**config.mk**
```make
export PLATFORM = sky130hd
export DESIGN_NAME = fifo_rd_stream_flat
export DESIGN_NICKNAME = d
export VERILOG_FILES = /design/src/rtl/fifo_rd_stream_if.sv /design/src/rtl/fifo_rd_stream.sv /design/src/flat_wrapper.sv
export SDC_FILE = /design/constraint.sdc
export NUM_CORES = 1
export LEC_CHECK = 0
export ABC_AREA = 1
export CAP_MARGIN = 15
export CORE_MARGIN = 4
export CORE_UTILIZATION = 40
export DETAILED_ROUTE_END_ITERATION = 8
export HOLD_SLACK_MARGIN = 0.06
export MAX_ROUTING_LAYER = met4
export PLACE_DENSITY = 0.66
export SYNTH_ARGS = -nofsm -noshare
export SYNTH_HDL_FRONTEND = slang
export SYNTH_SLANG_ARGS = --single-unit
```
**constraint.sdc**
```tcl
create_clock -name clk_rd -period 3.4 [get_ports clk_rd]
set_input_delay 0.85 -clock clk_rd [delete_from_list [all_inputs] [get_ports clk_rd]]
set_output_delay 0.85 -clock clk_rd [all_outputs]
set_load 0.02 [all_outputs]
```
**src/rtl/fifo_rd_stream_if.sv**
```systemverilog
// Valid/ready output stream carried from the FIFO read consumer to its sink.
interface fifo_rd_stream_if #(
   parameter int DATA_WIDTH = 8
);
   logic                  m_valid;
   logic                  m_ready;
   logic [DATA_WIDTH-1:0] m_data;

   modport master (output m_valid, output m_data, input m_ready);
   modport slave  (input m_valid, input m_data, output m_ready);
endinterface

```
**src/rtl/fifo_rd_stream.sv**
```systemverilog
// Read-side consumer for the async FIFO: issues rd_en from empty, absorbs the
// one-cycle read latency and re-presents words through a 2-entry skid buffer.
//
// state   | meaning
// S_EMPTY | no word buffered, m_valid low
// S_ONE   | one word buffered in r_buf0
// S_TWO   | two words buffered, r_buf0 is the head
module fifo_rd_stream #(
   parameter int DATA_WIDTH = 8,
   parameter int ADDR_WIDTH = 4,
   parameter int CNT_WIDTH  = 16
) (
   input  logic                  clk_rd,
   input  logic                  rst_n,
   input  logic                  enable,
   input  logic                  fifo_empty,
   input  logic [DATA_WIDTH-1:0] fifo_data,
   output logic                  fifo_rd_en,
   fifo_rd_stream_if.master      m_if,
   output logic [CNT_WIDTH-1:0]  rd_count,
   output logic                  idle
);

   typedef enum logic [1:0] {
      S_EMPTY = 2'd0,
      S_ONE   = 2'd1,
      S_TWO   = 2'd2
   } state_t;

   localparam logic [CNT_WIDTH-1:0] CNT_ONE = 1;

   // ADDR_WIDTH only documents the FIFO this block pairs with.
   if (ADDR_WIDTH < 1) begin : g_addr_width_invalid
   end

   state_t                r_state;
   state_t                w_state_next;
   logic                  r_inflight;
   logic [DATA_WIDTH-1:0] r_buf0;
   logic [DATA_WIDTH-1:0] r_buf1;
   logic [DATA_WIDTH-1:0] w_buf0_next;
   logic [DATA_WIDTH-1:0] w_buf1_next;
   logic [CNT_WIDTH-1:0]  r_count;
   logic [1:0]            w_occ;
   logic [1:0]            w_slot;
   logic [2:0]            w_level;
   logic                  w_pop;
   logic                  w_capture;

   always_comb begin
      w_occ = 2'd0;
      case (r_state)
         S_ONE:   w_occ = 2'd1;
         S_TWO:   w_occ = 2'd2;
         default: w_occ = 2'd0;
      endcase
   end

   assign w_pop     = (r_state != S_EMPTY) && m_if.m_ready;
   assign w_capture = r_inflight;

   // Occupancy after this edge; a new read is only issued if it will fit.
   assign w_level    = {1'b0, w_occ} + {2'b00, r_inflight} - {2'b00, w_pop};
   assign fifo_rd_en = enable && !fifo_empty && (w_level < 3'd2);

   always_ff @(posedge clk_rd or negedge rst_n) begin
      if (!rst_n) begin
         r_state <= S_EMPTY;
      end else begin
         r_state <= w_state_next;
      end
   end

   always_comb begin
      w_state_next = r_state;
      case (r_state)
         S_EMPTY: begin
            if (w_capture) w_state_next = S_ONE;
         end
         S_ONE: begin
            if (w_capture && !w_pop)      w_state_next = S_TWO;
            else if (!w_capture && w_pop) w_state_next = S_EMPTY;
         end
         S_TWO: begin
            if (!w_capture && w_pop) w_state_next = S_ONE;
         end
         default: w_state_next = S_EMPTY;
      endcase
   end

   // A pop shifts the tail to the head, so a same-cycle capture lands one slot lower.
   assign w_slot = w_occ - {1'b0, w_pop};

   always_comb begin
      w_buf0_next = r_buf0;
      w_buf1_next = r_buf1;
      if (w_pop && (r_state == S_TWO)) begin
         w_buf0_next = r_buf1;
      end
      if (w_capture) begin
         if (w_slot == 2'd0) w_buf0_next = fifo_data;
         else                w_buf1_next = fifo_data;
      end
   end

   always_ff @(posedge clk_rd or negedge rst_n) begin
      if (!rst_n) begin
         r_inflight <= 1'b0;
         r_buf0     <= '0;
         r_buf1     <= '0;
         r_count    <= '0;
      end else begin
         r_inflight <= fifo_rd_en;
         r_buf0     <= w_buf0_next;
         r_buf1     <= w_buf1_next;
         if (w_pop) begin
            r_count <= r_count + CNT_ONE;
         end
      end
   end

   assign m_if.m_valid = (r_state != S_EMPTY);
   assign m_if.m_data  = r_buf0;
   assign rd_count     = r_count;
   assign idle         = (r_state == S_EMPTY) && !r_inflight;

endmodule

```
**src/flat_wrapper.sv**
```systemverilog
// flat-port wrapper written by rule: the top's interface ports become plain ports
module fifo_rd_stream_flat 
#(
   parameter int DATA_WIDTH = 8,
   parameter int ADDR_WIDTH = 4,
   parameter int CNT_WIDTH  = 16
)
  (clk_rd, rst_n, enable, fifo_empty, fifo_data, fifo_rd_en, rd_count, idle, m_if_m_valid, m_if_m_data, m_if_m_ready);
  fifo_rd_stream_if #(.DATA_WIDTH(DATA_WIDTH)) m_if_i ();
  input  logic clk_rd;
  input  logic rst_n;
  input  logic enable;
  input  logic fifo_empty;
  input  logic [DATA_WIDTH-1:0] fifo_data;
  output logic fifo_rd_en;
  output logic [CNT_WIDTH-1:0] rd_count;
  output logic idle;
  output wire logic [$bits(m_if_i.m_valid)-1:0] m_if_m_valid;
  output wire logic [$bits(m_if_i.m_data)-1:0] m_if_m_data;
  input wire logic [$bits(m_if_i.m_ready)-1:0] m_if_m_ready;
  assign m_if_m_valid = m_if_i.m_valid;
  assign m_if_m_data = m_if_i.m_data;
  assign m_if_i.m_ready = m_if_m_ready;
  fifo_rd_stream #(.DATA_WIDTH(DATA_WIDTH), .ADDR_WIDTH(ADDR_WIDTH), .CNT_WIDTH(CNT_WIDTH)) u_core (.clk_rd(clk_rd), .rst_n(rst_n), .enable(enable), .fifo_empty(fifo_empty), .fifo_data(fifo_data), .fifo_rd_en(fifo_rd_en), .m_if(m_if_i), .rd_count(rd_count), .idle(idle));
endmodule
```
After elaboration in Yosys (flattened, before gate mapping) --
Index checks and enable logic that the tools add are counted.
Word-level totals: bits in registers 35, input bits 13, output and inout bits 27, logic and storage cells 40
Operators by class: add/sub/neg operators 4, $lt $le $gt $ge 1, eq/ne operators 5, multiplexer cells 9, bitwise gates (word level) 1, reductions and logical operators 15
Operators by type and width (number):
- $mux W8 | 3
- $add A16 B1 Y16 const B | 1
- $mux W2 | 4
- $logic_and A1 B1 Y1 | 7
- $pmux W2 S3 | 1
- $logic_not A2 Y1 | 2
- $ne A2 B1 Y1 const B | 2
- $pmux W2 S2 | 1
- $add A2 B1 Y3 | 1
- $logic_not A1 Y1 | 3
- $lt A3 B2 Y1 const B | 1
- $ne A3 B1 Y1 const B | 1
- $reduce_and A3 Y1 | 1
- $sub A3 B1 Y3 | 1
- $eq A2 B1 Y1 const B | 1
- $eq A2 B2 Y1 const B | 1
- $reduce_and A2 Y1 | 1
- $reduce_bool A2 Y1 | 1
- $sub A2 B1 Y2 | 1
- $not A1 Y1 | 1

Depth between registers and ports, before layout --
Gate-level depths: netlist of the first run.
depth after elaboration 6, mapped depth 8, depth with buffers taken out 8

Worst setup path before layout of the first run --
OpenSTA, ideal clock, no wires.
kind input to output, start point in m_if_m_ready, end point out fifo_rd_en, data arrival time 2755 ps, data required time 2550 ps, path slack -205 ps, stages 6, buffers on the path 0, cell sequence o21ai_1 ha_1 or2_2 fa_1 nand3b_1 nor3b_1
On the way: cells in the longest elaborated chain, start to end 4
Ends and longest elaborated chain:
- from (decl) | RTL line flat_wrapper.sv:20 | input wire logic [$bits(m_if_i.m_ready)-1:0] m_if_m_ready;
- $logic_and A1 B1 Y1 | RTL line fifo_rd_stream.sv:59 | assign w_pop = (r_state != S_EMPTY) && m_if.m_ready;
- $sub A3 B1 Y3 | RTL line fifo_rd_stream.sv:63 | assign w_level = {1'b0, w_occ} + {2'b00, r_inflight} - {2'b00, w_pop};
- $lt A3 B2 Y1 | RTL line fifo_rd_stream.sv:64 | assign fifo_rd_en = enable && !fifo_empty && (w_level < 3'd2);
- $logic_and A1 B1 Y1 | RTL line fifo_rd_stream.sv:64
- to (decl) | RTL line flat_wrapper.sv:15 | output logic fifo_rd_en;
No other way between the ends.

Final worst setup path of the first run --
Same ends and word-level chain as after synthesis.

==> results of run 1 <==
==> cells by family (layout without fill, tap and decap cells) <==
kind of cell	Yosys count	after routing
adders and majority gates	3	3
buffers and inverters	19	70
and+or+nand+nor	127	127
AOI/OAI and AO/OA	18	18
xor gates and xnor gates	11	11
DFF	35	35
==> flip-flops by register name (all words and copies together), names as in the netlist <==
name,flops
u_core.rd_count,16
u_core.m_if.m_data,8
u_core.r_buf1,8
u_core.r_state,2
u_core.r_inflight,1
==> repair_timing <==
item / 4_1_cts / 5_1_grt
resized for setup: 12 / 3
setup endpoints to repair: 1 / 1
cloned: 0 / 0
hold buffers: 0 / 0
pin swaps: 5 / 5
==> metal layers <==
metal / vias up / part of all wire / routed length (µm) / track usage
met1: 683 / 0.48 / 1847 / 0.1993
met3: 6 / 0.047 / 181 / 0.03514
met4: 0 / 0.021 / 81 / 0.07445
met2: 40 / 0.45 / 1747 / 0.2185
met5: - / 0 / 0 / -
li1: 779 / - / - / -
==> power by group through the flow <==
stage	Clock, mW	Sequential [mW]	Combinational, mW
after floorplan	0	0.743	0.411
after detailed placement	0	0.652	0.848
after global placement	0	0.651	0.838
after global routing	0.311	0.670	0.961
after CTS	0.291	0.646	0.860
final	0.288	0.653	0.865
==> cells in the final DEF (no fill, tap or decap) <==
master | netlist | final
nand4_1 | 4 | 4
nor2_2 | 1 | 1
or2_4 | 0 | 1
o21ai_0 | 12 | 12
nor2_1 | 16 | 16
inv_1 | 15 | 15
inv_2 | 1 | 1
ha_4 | 0 | 1
ha_1 | 2 | 1
clkbuf_8 | 0 | 5
nand3_1 | 14 | 14
nor2_4 | 2 | 2
or2_2 | 4 | 3
buf_6 | 0 | 2
nor3_1 | 1 | 1
dfrtp_1 | 35 | 35
buf_4 | 1 | 7
nand3b_1 | 4 | 4
nand3_2 | 1 | 1
o21ai_2 | 1 | 1
clkbuf_1 | 1 | 2
o21ai_1 | 5 | 4
clkinv_2 | 0 | 1
fa_1 | 1 | 1
nor3b_4 | 0 | 1
xnor2_1 | 4 | 4
nand2_1 | 79 | 79
o21ai_4 | 0 | 1
clkdlybuf4s50_1 | 0 | 37
xor2_1 | 7 | 7
==> worst register-to-register path, stage by stage, from the launching register on <==
cell      delay [ns]
dfrtp_1         0.42
o21ai_4         0.20
ha_4            0.22
or2_4           0.24
fa_1            0.48
nand3b_1        0.13
nor3b_4         0.24
==> area by class of cell <==
class                           count  area share
Clock buffer                        7     0.03240
Clock inverter                      1    0.002124
Inverter                           16     0.02549
Multi-Input combinational cell    159      0.3526
Sequential cell                    35      0.3717
Tap cell                           50     0.02655
Timing Repair Buffer               46      0.1891
==> worst paths after layout <==
path                                                    start                        endpoint  slack [ns]  cells after the start
worst max-delay path                             m_if_m_ready                      fifo_rd_en        0.08                      8
worst min-delay path             u_core.r_buf1[2]$_DFFE_PN0P_    u_core.r_buf1[2]$_DFFE_PN0P_        0.47                      2
worst max register to register  u_core.r_state[1]$_DFFE_PN0P_     u_core.r_inflight$_DFF_PN0_        1.39                      6
worst min register to register   u_core.r_buf1[2]$_DFFE_PN0P_    u_core.r_buf1[2]$_DFFE_PN0P_        0.47                      2
max in group asynchronous                               rst_n    u_core.r_buf1[7]$_DFFE_PN0P_        2.10                      2
min in group asynchronous                               rst_n  u_core.rd_count[1]$_DFFE_PN0P_        0.98                      2
==> results.txt, run 1 <==
CP max stage cell = fa_1
Top Ports = 40
Post-synth top cells = nand2_1, dfrtp_1, nor2_1
CTS tree = done
final cell count without fillers = 314
Multi-input gate area = 830.8 µm²
Reg area = 875.8 µm²
cell-internal power = 1.083 mW
DP Wirelength = 2767 µm
setup TNS = 0 ns
largest family of logic cells by synthesized area = simple AND/OR/NAND/NOR gates
part of the power in the clock network = 0.159
count leader, synth = nand2_1
Distinct cells, synth = 24
layout net count = 279
Syn Area/Cell = 8.194 µm²
largest vdd supply drop = 0.3984 mV
Gate power share = 0.479
remaining global-route overflow = 0
row count = 23
total CTS buffers = 5
first-pass iteration count of the detailed router = 4
Vias/cell = 4.803
async set-or-reset flop fraction in the synthesized netlist = 1.000
postcts setup bufs = 0
initial DRC count = 87
cell taking the most area after synthesis = dfrtp_1
Overall Global Routing Usage = 0.1514
clk buf depth = 2
Worst Max-Slew Pin Slew = 0.7911 ns
CP Cell Sequence = buf_6 > o21ai_4 > ha_4 > or2_4 > fa_1 > nand3b_1 > nor3b_4 > buf_6
vias in the first global route = 1364
crit-path max FO = 2
Vias = 1508
element type at the critical path end = output pin
hold_ws = 0.4678 ns
initial antenna violation count = 0
WP buf/inv = 2
Initial Util = 0.4241
EDFF count, synth = 0
compound-gate portion of the synthesized area = 0.05376
PortBufs = 39
net switching power = 722.4 µW
sequential share of power = 0.362
final core utilization = 0.5725
Synthesized Nets = 229
Post-route DRC = 0
Max-Cap Viols = 0
Tmin final = 3.324 ns
area grow syn2layout = 34.98%
register area share after synthesis = 0.5018
CP dominant cell by count = buf_6
DP Worst Slack = -0.9254 ns
mapped cell area = 0.001745 mm²
Cell Count Post-Placement = 306
clock sinks = 35
Power, Total = 1.805 mW
die area = 0.005484 mm²
worst hold path type = register to register
first-pass GRT wire length = 6106 µm
Rel. slew slack = 0.4707
Die Span X = 74.06 µm
Antenna diodes = 0
WS Path Type = input port to output pin
drt total wl = 3857 µm
Fmax = 300.9 MHz
ranking of synthesized cells by area = dfrtp_1, nand2_1, nand3_1, xor2_1, o21ai_0
Worst EP required = 2.55 ns
Leakage = 1.110 nW
core area = 0.004115 mm²
final setup violation count = 0
H-tree lvl count = 2
XOR/XNOR Fraction of Synth Area = 0.05520
fillers = 382
Design Area, Final = 0.002356 mm²
Yosys reg bits = 35
WL/cell = 12.28 µm
largest net degree at the start of global routing = 36
mux contribution to synthesized area = 0
dpl cell area = 0.002246 mm²
Yosys warnings = 0
Yosys top cell area share = 0.5018
skew final = 0.002909 ns
CTS root buffer = clkbuf_8
adder and majority cell fraction of the synthesized area = 0.02581
Clk Latency, worst-skew pair = 0.28 ns
final slew viol count = 0
layout cell share with drive strength beyond 1 = 0.1061
Switching Fraction = 0.4002
Synth Flop Type = dfrtp_1
Final Cycle Share = 0.9776
Post-Syn Instances = 213
simple-gate share of the synthesized area = 0.3197
delay-heaviest family, CP = adder cells
die height = 74.06 µm
worst path arrival time = 2.47 ns
CP Launch Type = input port
Final GP Congestion = 0.8285
outcome = finished clean
final hold violations = 0
max incr delay on CP = 0.48 ns
fin worst setup slack = 0.07627 ns
Reg clk slew, reported paths = 0.07 ns
ANT nets after route = 0
Power Density = 766.2 mW/mm²
(Power assumes the default switching activity.)
==> run 2: changes to the inputs <==
--- a/config.mk
+++ b/config.mk
@@ -6,6 +6,7 @@
 export NUM_CORES = 1
 export LEC_CHECK = 0
 export ABC_AREA = 1
+export ABC_CLOCK_PERIOD_IN_PS = 3400
 export CAP_MARGIN = 15
 export CORE_MARGIN = 4
 export CORE_UTILIZATION = 40
==> results of run 2 <==
Same layout as run 1: the final DEF is identical, and so are final timing and power.
==> patch 1: new RTL, config.mk and constraints of run 1 <==
Put one more register stage on the output `rd_count`. The value now appears one clock later. The other outputs are not delayed to match.
--- a/src/rtl/fifo_rd_stream.sv
+++ b/src/rtl/fifo_rd_stream.sv
@@ -121,7 +121,9 @@
 
    assign m_if.m_valid = (r_state != S_EMPTY);
    assign m_if.m_data  = r_buf0;
-   assign rd_count     = r_count;
+   always_ff @(posedge clk_rd) begin
+      rd_count <= r_count;
+   end
    assign idle         = (r_state == S_EMPTY) && !r_inflight;
 
 endmodule
Check against the original RTL: not equivalent (a bounded check fails within 4 cycles, from zero or initial values and one cycle with rst_n low).
==> patch 1 against run 1 <==
  * Cell area grew 21%
  * First-iteration DRC count shrank 57%
  * Synthesized cell count grew 15%
  * Power grew 22%
  * Die area grew 25%
  * Clock power grew 20%
  * Setup slack is essentially flat
  * Sequential power grew 37%
  * Via count grew 8.8%
  * Area after synthesis grew 28%
  * Sequential cell count grew 16
  * Critical path depth is the same
  * Non-clock buffer count grew 3
  * Wire length grew 2.9%
  * Critical path type unchanged
  * Largest cell class unchanged
==> patch 1: results (changes against run 1) <==
Cells and area:
- The net count of the finished layout is 314 (+13%).
- The fill cell instance count of the final layout came to 507 (+33%).
- The fraction of final layout cells with drive strength greater than 1 came to 15.1% (+4.4 points).
- The antenna diode count is 0 (unchanged).

Synthesis:
- The sequential element share of the synthesized area was 53.5% (+3.3 points).
- Counting instances in the post-synthesis netlist gives the leading cell types as 78 x sky130_fd_sc_hd__nand2_1, 35 x sky130_fd_sc_hd__dfrtp_1, 22 x sky130_fd_sc_hd__inv_1.
- The post-synthesis async set-or-reset flop share is 68.6% (-31 points).
- The post-synthesis compound-gate area fraction is 8.68% (+3.3 points).
- Ranked by total cell area, the synthesized netlist is headed by sky130_fd_sc_hd__dfrtp_1 39%, sky130_fd_sc_hd__dfxtp_1 14%, sky130_fd_sc_hd__nand2_1 13%.
- The synthesized netlist net count is 261 (+14%).
- The synthesized-area fraction occupied by adder cells is 2.02% (-0.56 points).
- After synthesis, the largest family of logic cells by area is simple AND/OR/NAND/NOR gates.
- The number of library cell types mapped by synthesis was 30 (+25%).
- The area share of xor/xnor cells in the synthesized design is 3.53% (-2.0 points).

Global route:
- The number of global-route vias before repair is 1606 (+18%).
- The global routing usage summed across all routing layers is 14.1% (-1.1 points).
- The global-route wire length before repair is 7.14 mm (+17%).

Timing:
- The tightest slew margin relative to the limit came to 70.4% (+23 points).
- The post-route clock skew is 4.29 ps (+1.38 ps).

Setup path:
- The critical register-to-register path endpoint is u_core.r_inflight.
- The delay contributed by the slowest stage of the critical path is 490 ps.
- The register-to-register setup slack was 1360 ps (-30 ps).
- The worst reg2reg path startpoint is u_core.r_state[0].
- The worst reg-to-reg path cell count is 9 (+3).

Hold path:
- The worst hold path class is register to register.

Placed design:
- The HPWL after detailed placement was 2.96 mm (+6.8%).
- The final estimated routing congestion in global placement is 0.796 (-3.9%).

Power:
- The leakage power figure came to 0.00133 µW (+20%).
- The maximum ir drop on the vdd rail is 606 µV (+52%).

Routing:
- The total wirelength of the detailed-routed design is 3.97 mm (+2.9%).
- The number of DRC violations after detailed-routing iteration 0 was 37 (-57%).
- The number of vias after detailed routing is 1641 (+8.8%).

Status:
- The run finished with clean final reports.
[patch 1: power by group]
group          internal, µW  leakage [µW]  switching (µW)  total [µW]
logic                   445      0.000707             517         962
registers               782      0.000579             114         896
clock network           164     0.0000482             183         347
total                  1390       0.00133             814        2200
[patch 1: per-layer routing]
layer	routed length (µm)	up-vias	GRT usage, %	part of all wire (%)
li1	-	876	-	-
met1	1910	728	18.1	48
met2	1810	32	21.8	46
met3	185	5	3.04	4.7
met4	65	0	5.39	1.6
met5	0	-	-	0
[patch 1: cell type report]
cell class / instances / share of cell area, %
Clock inverter: 1 / 0.175
Multi-Input combinational cell: 166 / 32.4
Tap cell: 70 / 3.07
Timing Repair Buffer: 49 / 16.1
Inverter: 25 / 3.29
Sequential cell: 51 / 41.9
Clock buffer: 7 / 3.02
[patch 1: how the worst min path moves through the flow]
stage,endpoint,slack [ps],from,depth (start not counted)
after detailed placement,u_core.rd_count[15],400,u_core.r_count[15],0
after global routing,u_core.rd_count[15],450,u_core.r_count[15],0
after global placement,u_core.rd_count[15],410,u_core.r_count[15],0
after floorplan,u_core.rd_count[15],380,u_core.r_count[15],0
final,u_core.rd_count[15],420,u_core.r_count[15],0
after CTS,u_core.rd_count[15],430,u_core.r_count[15],0
[patch 1: through the flow]
step                cell area [µm²]  util, %  setup TNS [ps]  setup WS (ps)  std cells
finish                         2850     54.2               0           76.5        369
global route                   2850     54.2               0           9.96        369
CTS                            2840     54.0               0           12.5        368
detailed placement             2760     52.3            -875           -875        360
global placement               2760     52.3            -865           -865        360
floorplan                      2240        -               0           77.3        245
[patch 1: what timing repair did]
item	4_1_cts	5_1_grt
setup buffers	0	1
pin swaps	3	3
endpoints found under the setup margin	1	1
gates resized for setup	10	1
==> patch 2: new RTL, settings of run 1 <==
Made on the original files. `DATA_WIDTH` is set to 8 in 3 places; all go to 12.
--- a/src/rtl/fifo_rd_stream_if.sv
+++ b/src/rtl/fifo_rd_stream_if.sv
@@ -1,6 +1,6 @@
 // Valid/ready output stream carried from the FIFO read consumer to its sink.
 interface fifo_rd_stream_if #(
-   parameter int DATA_WIDTH = 8
+   parameter int DATA_WIDTH = 12
 );
    logic                  m_valid;
    logic                  m_ready;
--- a/src/rtl/fifo_rd_stream.sv
+++ b/src/rtl/fifo_rd_stream.sv
@@ -6,7 +6,7 @@
 // S_ONE   | one word buffered in r_buf0
 // S_TWO   | two words buffered, r_buf0 is the head
 module fifo_rd_stream #(
-   parameter int DATA_WIDTH = 8,
+   parameter int DATA_WIDTH = 12,
    parameter int ADDR_WIDTH = 4,
    parameter int CNT_WIDTH  = 16
 ) (
--- a/src/flat_wrapper.sv
+++ b/src/flat_wrapper.sv
@@ -1,7 +1,7 @@
 // flat-port wrapper written by rule: the top's interface ports become plain ports
 module fifo_rd_stream_flat 
 #(
-   parameter int DATA_WIDTH = 8,
+   parameter int DATA_WIDTH = 12,
    parameter int ADDR_WIDTH = 4,
    parameter int CNT_WIDTH  = 16
 )
Ports: changed (resized fifo_data and m_if_m_data); port bits go from 40 to 48. The function was not compared with the original's and may differ.
==> patch 2 against run 1 <==
  * Area after synthesis rose by 26%
  * Synthesized cell count is 24% higher
  * Setup slack improved by 14 ps
  * Cell area grew 22%
  * Wire length increased by 21%
  * Sequential power rose by 25%
  * Sequential cell count increased by 8
  * Power grew 27%
  * Critical path type unchanged
  * Critical endpoint unchanged
  * Largest cell class unchanged
==> patch 2: results (changes against run 1) <==
Status:
- The flow ran to the end, and the final reports show no timing, DRC or antenna violations.

Global route:
- The met2 demand-to-capacity share in global routing is 26.2% (+4.3 points).
- The global routing usage summed across all routing layers is 16.3% (+1.2 points).
- The met1 capacity usage during global routing is 20.4% (+0.43 points).
- The maximum number of pins on one net before global-route repair came to 44 (+22%).
- The number of global-route vias before repair is 1747 (+28%).
- The met3 capacity usage during global routing is 3.47% (-0.043 points).

Synthesis:
- The number of library cell types mapped by synthesis is 29 (+21%).
- The synthesized netlist net count was 284 (+24%).
- The number of instances in the synthesized netlist is 264 (+24%).
- By area the synthesized netlist is led by sky130_fd_sc_hd__dfrtp_1 49%, sky130_fd_sc_hd__nand2_1 16%, sky130_fd_sc_hd__inv_1 4.1%.
- The post-synthesis compound-gate area fraction is 10.1% (+4.7 points).
- The synthesized-area fraction occupied by adder cells is 2.05% (-0.53 points).
- The area share of xor/xnor cells in the synthesized design is 3.58% (-1.9 points).
- The sequential element share of the synthesized area came to 48.9% (-1.3 points).
- Ranked by instance count, the synthesized netlist is headed by 92 x sky130_fd_sc_hd__nand2_1, 43 x sky130_fd_sc_hd__dfrtp_1, 24 x sky130_fd_sc_hd__inv_1.

Placed design:
- The final estimated routing congestion in global placement is 0.819 (-1.2%).
- The placement-stage worst setup slack is -864 ps (+61.2 ps).
- The HPWL after detailed placement came to 3.39 mm (+22%).
- The number of cells in the design after placement is 382 (+25%).
- The count of input and output buffers is 47 (+21%).

Clock tree:
- The TritonCTS buffer count is 5 (unchanged).

Routing:
- The routed metal-1 wire length is 2.15 mm (+16%).
- The total met3 wirelength after detailed routing came to 186 µm (+2.8%).
- The number of vias after detailed routing is 1817 (+20%).
- The met2 wire length is 2.23 mm (+28%).
- The total wirelength of the detailed-routed design is 4.65 mm (+21%).
- The average vias per placed instance was 4.66 (-3.0%).

Setup path:
- The delay contributed by the slowest stage of the critical path is 480 ps (about the same).
- The register-to-register setup slack is 1510 ps (+120 ps).

Cells and area:
- The fill cell instance count of the final layout is 507 (+33%).
- The net count of the finished layout is 340 (+22%).

Power:
- The leakage power figure is 0.00136 µW (+22%).
- The proportion of power drawn by flip-flops and latches is 35.7% (-0.5 points).
- The internal power consumption came to 1420 µW (+31%).
- The maximum ir drop on the vdd rail is 486 µV (+22%).
- The portion of total power attributed to combinational logic is 47.5% (-0.4 points).
- The sequential logic power is 816 µW (+25%).

Timing:
- The slew of the pin with the lowest slew margin is 953 ps (+162 ps).
- The post-route clock skew came to 4.11 ps (+1.20 ps).
- The worst-case setup margin in the final layout was 90.0 ps (+13.7 ps).
- The post-route worst hold slack was 480 ps (+12.1 ps).
==> patch 2: cell count changes in the layout (fill, tap and decap cells not counted), sizes merged, moves of 3 or more <==
cell,change
nand2,+16
nand3,-4
dfrtp,+8
clkdlybuf4s50,+7
o21ai,+7
o21a,+7
buf,+3
inv,+12
==> patch 2: layout make-up <==
cell class | count | area, µm² | area share [%]
sequential | 43 | 1080 | 37.6
multi-input combinational | 186 | 968 | 33.8
timing repair buffer | 56 | 526 | 18.3
inverter | 28 | 105 | 3.67
tap | 70 | 87.6 | 3.06
clock buffer | 6 | 72.6 | 2.53
clock inverter | 1 | 30.0 | 1.05
==> patch 2: repair_timing <==
action | 4_1_cts | 5_1_grt
gates resized for setup | 10 | 0
setup endpoints to repair | 1 | 1
setup buffers | 1 | 0
pin swaps | 5 | 3
